## config.mk

```make
export PLATFORM = sky130hd
export DESIGN_NAME = im_loader
export DESIGN_NICKNAME = d
export VERILOG_FILES = /design/src/rtl/im_loader.sv
export SDC_FILE = /design/constraint.sdc
export NUM_CORES = 1
export LEC_CHECK = 0
export ABC_AREA = 0
export BUFFER_PORTS_ARGS = -buffer_cell sky130_fd_sc_hd__buf_2
export CORE_ASPECT_RATIO = 1.5
export CORE_UTILIZATION = 55
export DETAILED_ROUTE_END_ITERATION = 16
export GPL_TIMING_DRIVEN = 0
export PLACE_DENSITY = 0.85
export SYNTH_ARGS = -nofsm -noshare
export SYNTH_HDL_FRONTEND = slang
export SYNTH_SLANG_ARGS = --single-unit
```

## constraint.sdc

```tcl
create_clock -name clk -period 5.62 [get_ports clk]
set_clock_uncertainty 0.2 [all_clocks]
set_input_delay 0.562 -clock clk [delete_from_list [all_inputs] [get_ports clk]]
set_output_delay 0.562 -clock clk [all_outputs]
set_load 0.01 [all_outputs]
```

## src/rtl/im_loader.sv

```systemverilog
// Sequential loader for the big-endian byte-addressed instruction memory.
// It splits each accepted 32-bit word into four MSB-first byte writes.
module im_loader #(
  parameter int MEM_SIZE = 128,
  parameter int ADDR_W   = 7
) (
  input  logic              clk,
  input  logic              rst_n,
  input  logic              load_start,
  input  logic [ADDR_W-1:0] base_addr,
  input  logic [5:0]        load_len,
  input  logic              abort,
  input  logic              in_valid,
  input  logic [31:0]       in_word,
  output logic              in_ready,
  output logic              wr_en,
  output logic [ADDR_W-1:0] wr_addr,
  output logic [7:0]        wr_data,
  output logic              busy,
  output logic              done,
  output logic [5:0]        words_loaded
);

  localparam logic [5:0] FULL_LEN = 6'(MEM_SIZE / 4);

  typedef enum logic [1:0] {
    IDLE,
    ACCEPT,
    WRITE,
    DONE
  } state_t;

  state_t            state;
  state_t            state_next;
  logic [ADDR_W-1:0] addr;
  logic [5:0]        len;
  logic [1:0]        byte_idx;
  logic [23:0]       word;
  logic [7:0]        next_byte;
  logic [5:0]        words_inc;

  assign words_inc = words_loaded + 6'd1;

  always_ff @(posedge clk or negedge rst_n) begin
    if (!rst_n) begin
      state <= IDLE;
    end else begin
      state <= state_next;
    end
  end

  always_comb begin
    state_next = state;
    in_ready   = 1'b0;
    busy       = 1'b0;
    done       = 1'b0;
    case (state)
      IDLE: begin
        if (load_start) begin
          state_next = ACCEPT;
        end
      end
      ACCEPT: begin
        in_ready = 1'b1;
        busy     = 1'b1;
        if (in_valid) begin
          state_next = WRITE;
        end
      end
      WRITE: begin
        busy = 1'b1;
        if (byte_idx == 2'd3) begin
          state_next = (words_inc == len) ? DONE : ACCEPT;
        end
      end
      DONE: begin
        done       = 1'b1;
        state_next = IDLE;
      end
      default: state_next = IDLE;
    endcase
    if (abort) begin
      state_next = IDLE;
    end
  end

  // The top byte goes out on the handshake edge, so only the lower 24 bits are kept.
  always_comb begin
    next_byte = word[7:0];
    case (byte_idx)
      2'd0:    next_byte = word[23:16];
      2'd1:    next_byte = word[15:8];
      default: next_byte = word[7:0];
    endcase
  end

  // Write outputs are registered one cycle ahead of the byte index they display.
  always_ff @(posedge clk or negedge rst_n) begin
    if (!rst_n) begin
      addr         <= '0;
      len          <= '0;
      byte_idx     <= '0;
      word         <= '0;
      words_loaded <= '0;
      wr_en        <= 1'b0;
      wr_addr      <= '0;
      wr_data      <= '0;
    end else begin
      wr_en <= 1'b0;
      if (!abort) begin
        case (state)
          IDLE: begin
            if (load_start) begin
              addr         <= base_addr & ~ADDR_W'(3);
              len          <= (load_len == 6'd0) ? FULL_LEN : load_len;
              words_loaded <= '0;
            end
          end
          ACCEPT: begin
            if (in_valid) begin
              word     <= in_word[23:0];
              byte_idx <= 2'd0;
              wr_en    <= 1'b1;
              wr_addr  <= addr;
              wr_data  <= in_word[31:24];
              addr     <= addr + 1'b1;
            end
          end
          WRITE: begin
            if (byte_idx != 2'd3) begin
              wr_en    <= 1'b1;
              wr_addr  <= addr;
              wr_data  <= next_byte;
              addr     <= addr + 1'b1;
              byte_idx <= byte_idx + 2'd1;
            end else begin
              words_loaded <= words_inc;
            end
          end
          default: ;
        endcase
      end
    end
  end

endmodule

```

==> impl_metrics.tcl, run 1 <==
set metrics [dict create \
    syn-instance-count 275 \
    gp_routability_congestion 0.798 \
    vias 2460 \
    arrival_ns 2.36 \
    synth_top_family_by_area "compound AO/OA/AOI/OAI gates" \
    grt_setup_unrepaired "false" \
    grt_use_total_pct 24.5 \
    final_nets 418 \
    instances_no_fill 432 \
    worst_pin_slew_ns 0.773 \
    cts_tree "done" \
    synth_adder_area_share_pct 3.94 \
    worstSkewPairLatency_ns 0.34 \
    fmax_mhz 424 \
    synth_cell_type_count 43 \
    irDropWorstVdd_mv 0.298 \
    cts_setup_buffers 0 \
    firstDrtPassIters 4 \
    place_ws_ns 3.26 \
    setup_slack_ns 3.26 \
    final_common_cell "buf_2" \
    p_leak_nw 1.88 \
    cts_buffer_depth 2 \
    placed_area_um2 3620 \
    drt-initial-drc-count 194 \
    min_period_ns 2.36 \
    synth_ff_type "dfrtp_1" \
    num_io_pins 75 \
    path_max_fanout 10 \
    dp_cells 417 \
    rrSetupSlack_ns 3.26 \
    cts_max_level 3 \
    antenna_cells 0 \
    remaining_drc_errors 0 \
    synth.avg_cell_area_um2 11.5 \
    die_area_um2 6090 \
    path_clk_slew_ns 0.07 \
    synth_area_leaders "dfrtp_1, mux2_2, ha_1" \
    wirelength_um 6620 \
    synth_compound_area_share_pct 15.2 \
    yosysSeqAreaShare_pct 49.6 \
    cts_buffers 9 \
    die_x_um 64.0 \
    report.final.slew_viol_count 0 \
    grt_pass1_vias 2536 \
    drive_gt1_share_pct 41.2 \
    fin_util_pct 69.7 \
    hp-class "input port to asynchronous set/reset pin" \
    rows 33 \
    gr-total-overflow 0 \
    postCtsHoldBufs 0 \
    whs_ns 0.102 \
    status "completed" \
    finalHoldViolCount 0 \
    ys_seq_elements 63 \
    maxCapViolations 0 \
    cpMaxStageDelayCell "or4_1" \
    die_h_um 95.1 \
    start_kind "register" \
    wl_per_cell_um 15.3 \
    r2r-start "state[1]" \
    grt_pass1_wl_um 11200 \
    synth-simple-area-share_pct 12.0 \
    ctsResizeCount 0 \
    power.density_nw_per_um2 525 \
    synth_edf_count 0 \
    final_cell_mix "buf_2, dfrtp_1, mux2_2" \
    slowest_delay_ns 0.53 \
    grt_max_degree 64 \
    crit_buf_inv 2 \
    cp.required_ns 5.62 \
    setup_viol 0 \
    cp_top_family "simple AND/OR/NAND/NOR gates" \
    numClockSinks 63 \
    period_share_pct 42.0 \
    r2r-end "addr[6]" \
    synth_nets 335 \
    antenna_found_initial 0 \
    crit_chain "inv_1 > ha_1 > nor2b_4 > or4_1 > clkbuf_1 > o21ai_0 > a211oi_1" \
    relSlewSlack_pct 48.5 \
    synth-xor-area-share_pct 1.93 \
    critPathKind "register to register" \
    port_buffers 72 \
    end_kind "register" \
    synthToLayoutAreaGrowth_pct 21.4 \
    synth_top_cell_area_share_pct 49.6 \
    vias_per_cell 5.69 \
    placeableCoreArea_um2 5530 \
    yosys.area.top_type "dfrtp_1" \
    postLayoutCellArea_um2 3860 \
    drtAntennaViolNets 0 \
    synthesis.area_um2 3180 \
    ys_async_sr_fraction_pct 100 \
    synthMuxAreaShare_pct 14.4 \
    setup_tns_ns 0 \
    root_buffer "clkbuf_8" \
    yosys_warnings 0 \
    p_total_mw 2.02 \
    dp_hpwl_um 4810 \
    start_util_pct 57.4 \
    reg2reg_depth 7 \
]
-- area by class of cell --
| cell class | count | area (µm²) |
|---|---|---|
| Sequential cell | 63 | 1580 |
| Buffer | 14 | 71.3 |
| Clock buffer | 12 | 165 |
| Clock inverter | 3 | 65.1 |
| Timing Repair Buffer | 72 | 363 |
| Tap cell | 70 | 87.6 |
| Fill cell | 430 | 1680 |
| Multi-Input combinational cell | 193 | 1510 |
| Inverter | 5 | 18.8 |
-- worst reg2reg max path: stages, from the launching register on --
cell and delay, ns:
dfrtp_1 0.42, inv_1 0.10, ha_1 0.25, nor2b_4 0.16, or4_1 0.53, clkbuf_1 0.24, o21ai_0 0.22, a211oi_1 0.10
-- kinds of logic (layout without fill, tap and decap cells) --
family / after synthesis / in the layout
AO/OA/AOI/OAI: 64 / 64
XOR/XNOR: 7 / 7
AND/OR/NAND/NOR: 71 / 71
buffers and inverters: 19 / 106
adder cells (fa/ha/maj): 10 / 10
multiplexers: 41 / 41
flip-flops: 63 / 63
-- where the power goes --
part	leakage (nW)	internal [mW]	switching, mW
logic	0.977	0.399	0.389
registers	0.785	0.650	0.131
clock network	0.118	0.283	0.171
total	1.88	1.33	0.691
-- routing by layer --
metal / GRT usage, % / share of wire, % / vias up
li1: - / - / 1169
met1: 26.2 / 40 / 1207
met2: 45.1 / 54 / 73
met3: 5.86 / 4.4 / 11
met4: 11.4 / 1.7 / 0
met5: 0 / 0 / -
-- worst max-delay path by stage --
stage                  start          to  cells after the start
floorplan           state[1]  wr_data[1]                      7
global placement       abort    word[23]                      5
detailed placement     abort     word[5]                      5
CTS                 state[1]     addr[6]                      7
global route        state[0]     addr[4]                      7
finish              state[1]     addr[6]                      7
-- Yosys cell counts, types with 6 or more instances --
cell      instances
a22o_1           12
nand2_1          11
dfrtp_1          63
a21o_1            9
mux2_2           38
o21ai_0          10
nor2_1           21
a21oi_1          13
clkbuf_1          6
ha_1             10
a211oi_2          8
buf_2             6
nor3_1            9
-- state kept, by name (all words and copies together) (netlist names) --
| signal | flops |
|---|---|
| len | 6 |
| byte_idx | 2 |
| state | 2 |
| words_loaded | 6 |
| wr_addr | 7 |
| word | 24 |
| wr_data | 8 |
| addr | 7 |
| wr_en | 1 |
(Power assumes the default switching activity.)
==> run 2, diff against run 1 <==
- ABC_AREA: 0 -> 1
- CORE_UTILIZATION: 55 -> 48
- PLACE_DENSITY: 0.85 -> 0.8
- clock period: 5.62 -> 2.1 ns (I/O delays scaled with it)
==> run 2 against run 1 <==
Compared with the run above: synthesized area fell by 1.4%; non-clock buffer count increased by 37; critical path depth grew 3; flip-flop and latch count is the same; combinational power increased to 2.7 times the previous value; clock power up 130%; final cell count increased by 23%; clock-buffer cell count stayed put; sequential power rose to 2.6 times the previous value; worst setup slack worse by 3.2 ns; register-to-register slack got worse by 3.2 ns.
==> impl_metrics.tcl, run 2 <==
set metrics [dict create \
    status "completed" \
    wl_per_cell_um 14.3 \
    multi_input_area_um2 1360 \
    syn-instance-count 330 \
    num_io_pins 75 \
    start_util_pct 50.4 \
    antenna_found_initial 0 \
    top_register "word" \
    dp_cells 476 \
    start_kind "register" \
    worstHoldEndpoint "wr_data[3]" \
    rows 35 \
    yosys.area.top_type "dfrtp_1" \
    path_clk_slew_ns 0.07 \
    cp.required_ns 2.12 \
    cts_buffer_depth 2 \
    regArea_um2 1580 \
    setup_viol 0 \
    rrSetupSlack_ns 0.11 \
    whs_ns 0.0111 \
    instances_no_fill 533 \
    synth.avg_cell_area_um2 9.49 \
    gp_routability_congestion 0.806 \
    r2r-end "addr[4]" \
    placeableCoreArea_um2 6220 \
    cts_buffers 9 \
    largest_reg_flops 24 \
    grt_max_degree 64 \
    arrival_ns 2.01 \
    wirelength_um 7640 \
    period_share_pct 94.9 \
    vias_per_cell 5.32 \
    worst_pin_slew_ns 0.796 \
    postLayoutCellArea_um2 4200 \
    place_ws_ns 0.00408 \
    grt_setup_unrepaired "true" \
    gr-total-overflow 0 \
    largest_registers "word (24), wr_data (8)" \
    synth_edf_count 0 \
    path_max_fanout 10 \
    r2r-start "state[0]" \
    drt-initial-drc-count 172 \
    dp_hpwl_um 5160 \
    port_buffers 72 \
    synthToLayoutAreaGrowth_pct 34.0 \
    relSlewSlack_pct 47.0 \
    antenna_cells 0 \
    placed_area_um2 3580 \
    report.final.slew_viol_count 0 \
    fmax_mhz 502 \
    synthesis.area_um2 3130 \
    setup_tns_ns 0 \
    die_area_um2 6860 \
    p_total_mw 5.23 \
    grt_use_total_pct 25.0 \
    hp-class "input port to register" \
    final_nets 514 \
    numClockSinks 63 \
    finalHoldViolCount 0 \
    synth_ff_type "dfrtp_1" \
    synthMostInstantiatedCell "nand2_1" \
    maxCapViolations 0 \
    fill_cells 497 \
    vias 2838 \
    critPathKind "register to register" \
    grt_pass1_vias 2899 \
    remaining_drc_errors 0 \
    drive_gt1_share_pct 31.2 \
    cts_tree "done" \
    drtAntennaViolNets 0 \
    firstDrtPassIters 4 \
    grt_pass1_wl_um 12800 \
    yosys-top-cells-count "nand2_1, dfrtp_1, inv_1, mux2_2, o21ai_0" \
    reg2reg_depth 10 \
    cts_max_level 3 \
    yosysSeqAreaShare_pct 50.3 \
    ys_async_sr_fraction_pct 100 \
    worstSkewPairLatency_ns 0.33 \
    end_kind "register" \
    ys_seq_elements 63 \
    min_period_ns 1.99 \
    hold_depth 3 \
    synth_top_cell_area_share_pct 50.3 \
    final_cell_mix "buf_2, nand2_1, dfrtp_1" \
    synth_nets 390 \
    synth_area_leaders "dfrtp_1, mux2_2, nand2_1" \
    root_buffer "clkbuf_8" \
    irDropWorstVdd_mv 0.783 \
    die_h_um 101 \
    synth_cell_type_count 29 \
    yosys_warnings 0 \
    setup_slack_ns 0.107 \
    die_x_um 68.0 \
    p_leak_nw 2.05 \
    fin_util_pct 67.5 \
    power.density_nw_per_um2 1250 \
    hold_path_startpoint "in_word[27]" \
]
-- run 2: cell count changes after synthesis, sizes merged, moves of 5 or more --
cell	before	now
xor2	5	0
a22o	12	0
a31oi	0	9
inv	5	32
a21oi	13	20
o22ai	0	5
mux2	38	25
o21ai	11	30
nand3	4	16
nor3	9	3
nand2	11	76
clkbuf	6	0
a211oi	12	1
a21o	9	0
-- run 2: cell families after synthesis --
kind of cell    Yosys count  share of synthesized area (%)
simple gates            118                           16.1
xor+xnor                  2                          0.559
mux                      27                           9.63
flops                    63                           50.3
fa+ha+maj                10                           4.00
compound gates           68                           12.7
buf+inv                  42                           6.63
-- run 2: worst max path at each step --
stage	from	end	slack (ns)	cells past startpoint
after floorplan	state[0]	wr_addr[0]	0.17	9
after global placement	state[0]	wr_addr[0]	0.06	10
after detailed placement	state[0]	wr_addr[1]	0.004	10
after CTS	byte_idx[0]	wr_data[7]	0.04	8
after global routing	state[0]	addr[4]	-0.02	10
final	state[0]	addr[4]	0.11	10
-- run 2: layout make-up --
type	instances	share of cell area, %
Timing Repair Buffer	113	18.4
Clock inverter	4	1.07
Buffer	10	2.09
Inverter	32	2.86
Tap cell	74	2.21
Sequential cell	63	37.6
Clock buffer	12	3.46
Multi-Input combinational cell	225	32.4
-- run 2: layer usage --
| metal | vias up | GRT usage [%] | part of all wire [%] |
|---|---|---|---|
| li1 | 1359 | - | - |
| met1 | 1376 | 26.7 | 39 |
| met2 | 87 | 44.6 | 55 |
| met3 | 16 | 6.33 | 4.3 |
| met4 | 0 | 11.1 | 1.9 |
| met5 | - | 0 | 0 |
-- run 2: worst max-delay path, stage by stage, from the launching register on --
cell     delay, ns
dfrtp_1       0.40
inv_1         0.16
ha_1          0.32
nand2_1       0.11
nand2_1       0.15
nor2_2        0.08
o21ai_2       0.07
inv_2         0.06
buf_6         0.14
a21oi_1       0.13
a21oi_1       0.06
-- run 2: report_power, final --
| group | internal [mW] | switching [mW] | leakage [nW] |
|---|---|---|---|
| sequential | 1.73 | 0.304 | 0.781 |
| combinational | 0.953 | 1.21 | 1.16 |
| clock | 0.576 | 0.454 | 0.100 |
-- run 2: repair_timing --
action	4_1_cts	5_1_grt
pin swaps	1	0
resized for setup	0	4
setup buffers	1	0
hold endpoints to repair	40	63
hold buffers	39	1
endpoints found under the setup margin	4	29
==> run 3, diff against run 2 <==
- CELL_PAD_IN_SITES_DETAIL_PLACEMENT: unset -> 1
- CELL_PAD_IN_SITES_GLOBAL_PLACEMENT: unset -> 2
- CORE_UTILIZATION: 48 -> 29
- PLACE_DENSITY: 0.8 -> 0.79
==> run 3 against run 2 <==
Compared with the run above: sequential power about the same; largest cell class unchanged; core utilization fell by 26 points; highest routed layer unchanged; critical endpoint is now wr_addr[0]; combinational power up 2%; flip-flop and latch count unchanged.
==> impl_metrics.tcl, run 3 (synthesis gave the netlist of run 2 again) <==
set metrics [dict create \
    status "completed" \
    arrival_ns 1.99 \
    power.density_nw_per_um2 1320 \
    end_kind "register" \
    cts_buffers 9 \
    setup_viol 0 \
    die_x_um 86.9 \
    firstDrtPassIters 4 \
    grt_use_total_pct 17.9 \
    p_leak_nw 2.10 \
    final_common_cell "buf_2" \
    fin_util_pct 41.9 \
    antenna_cells 0 \
    placeableCoreArea_um2 10500 \
    gr-total-overflow 0 \
    num_io_pins 75 \
    drtAntennaViolNets 0 \
    place_ws_ns -0.0586 \
    relSlewSlack_pct 44.0 \
    cts_buffer_depth 2 \
    root_buffer "clkbuf_16" \
    fill_cells 1250 \
    rows 46 \
    final_nets 514 \
    worstSkewPairLatency_ns 0.33 \
    postLayoutCellArea_um2 4410 \
    instances_no_fill 603 \
    numClockSinks 63 \
    port_buffers 72 \
    drt-initial-drc-count 129 \
    maxCapViolations 0 \
    p_total_mw 5.83 \
    wirelength_um 9080 \
    rrSetupSlack_ns 0.12 \
    period_share_pct 94.3 \
    grt_pass1_vias 3000 \
    die_area_um2 11200 \
    grt_setup_unrepaired "true" \
    fmax_mhz 505 \
    start_util_pct 29.7 \
    worst_pin_slew_ns 0.839 \
    irDropWorstVdd_mv 0.531 \
    critPathKind "register to register" \
    wl_per_cell_um 15.1 \
    path_max_fanout 10 \
    final_cell_mix "buf_2, nand2_1, dfrtp_1" \
    setup_slack_ns 0.121 \
    min_period_ns 1.98 \
    path_clk_slew_ns 0.05 \
    cts_tree "done" \
    vias_per_cell 4.57 \
    antenna_found_initial 0 \
    gp_routability_congestion 0.757 \
    dp_cells 546 \
    finalHoldViolCount 0 \
    vias 2753 \
    die_h_um 129 \
    start_kind "register" \
    drive_gt1_share_pct 31.2 \
    hp-class "input port to register" \
    synthToLayoutAreaGrowth_pct 40.9 \
    report.final.slew_viol_count 0 \
    remaining_drc_errors 0 \
    cts_max_level 3 \
    largest_reg_flops 24 \
    largest_registers "word (24), wr_data (8)" \
    grt_pass1_wl_um 14900 \
    top_register "word" \
    dp_hpwl_um 6400 \
    placed_area_um2 3670 \
    grt_max_degree 64 \
    cp.required_ns 2.11 \
]
==> run 3: cell types whose count changed in the layout (fill, tap and decap cells not counted) <==
cell,delta
nand2_1,-1
nor2_4,+2
bufinv_16,+1
clkbuf_1,+1
nand2_2,+1
clkinv_2,-1
nor2_2,-2
clkbuf_16,+9
clkbuf_8,-10
==> run 3: final cells by class <==
type	instances	area, µm²	area share (%)
multi-input cells	225	1370	31.1
inverters	32	120	2.72
clock buffers	12	236	5.36
clock inverters	4	70.1	1.59
well taps	144	180	4.08
flip-flops and latches	63	1580	35.7
repair buffers	113	771	17.5
plain buffers	10	87.6	1.98
==> run 3: per-stage QoR <==
stage	TNS (ns)	hold slack, ns
3_3_place_gp	-0.00305	0.242
5_1_grt	-0.0392	0.000917
6_report	0	0.0131
4_1_cts	0	0.00253
2_1_floorplan	0	-0.286
3_5_place_dp	-0.473	0.173
==> run 3: worst max-delay path, cell delays in order (launching register included) <==
cell,delay (ns)
dfrtp_1,0.38
inv_1,0.11
ha_2,0.27
nand2_2,0.12
nand2_2,0.10
nor3_4,0.21
inv_2,0.06
buf_6,0.14
buf_6,0.15
nand2_1,0.07
o21ai_2,0.05
==> run 3: power by group <==
part / switching (mW) / leakage (nW) / internal, mW
clock network: 0.537 / 0.151 / 1.04
logic: 1.26 / 1.17 / 0.952
registers: 0.311 / 0.781 / 1.73
==> run 3: timing repair <==
| item | CTS | global route |
|---|---|---|
| resized for setup | 2 | 5 |
| setup buffers | 0 | 1 |
| setup endpoints to repair | 24 | 25 |
| pin swaps | 0 | 1 |
| endpoints found under the hold margin | 103 | 0 |
| hold buffers | 40 | 0 |
==> run 3: metal layers <==
metal	global-route usage (%)	wire length, µm
met1	19.2	3640
met5	0	0
met3	3.95	242
met2	33.1	4990
met4	7.75	202
==> run 3: final timing paths <==
check                            start    endpoint  cells past startpoint
setup / recovery              state[0]  wr_addr[0]                     10
hold / removal             in_word[26]  wr_data[2]                      3
setup reg to reg              state[0]  wr_addr[0]                     10
hold reg to reg             wr_addr[5]  wr_addr[5]                      2
max in group asynchronous        rst_n  wr_addr[1]                      2
min in group asynchronous        rst_n      len[2]                      2
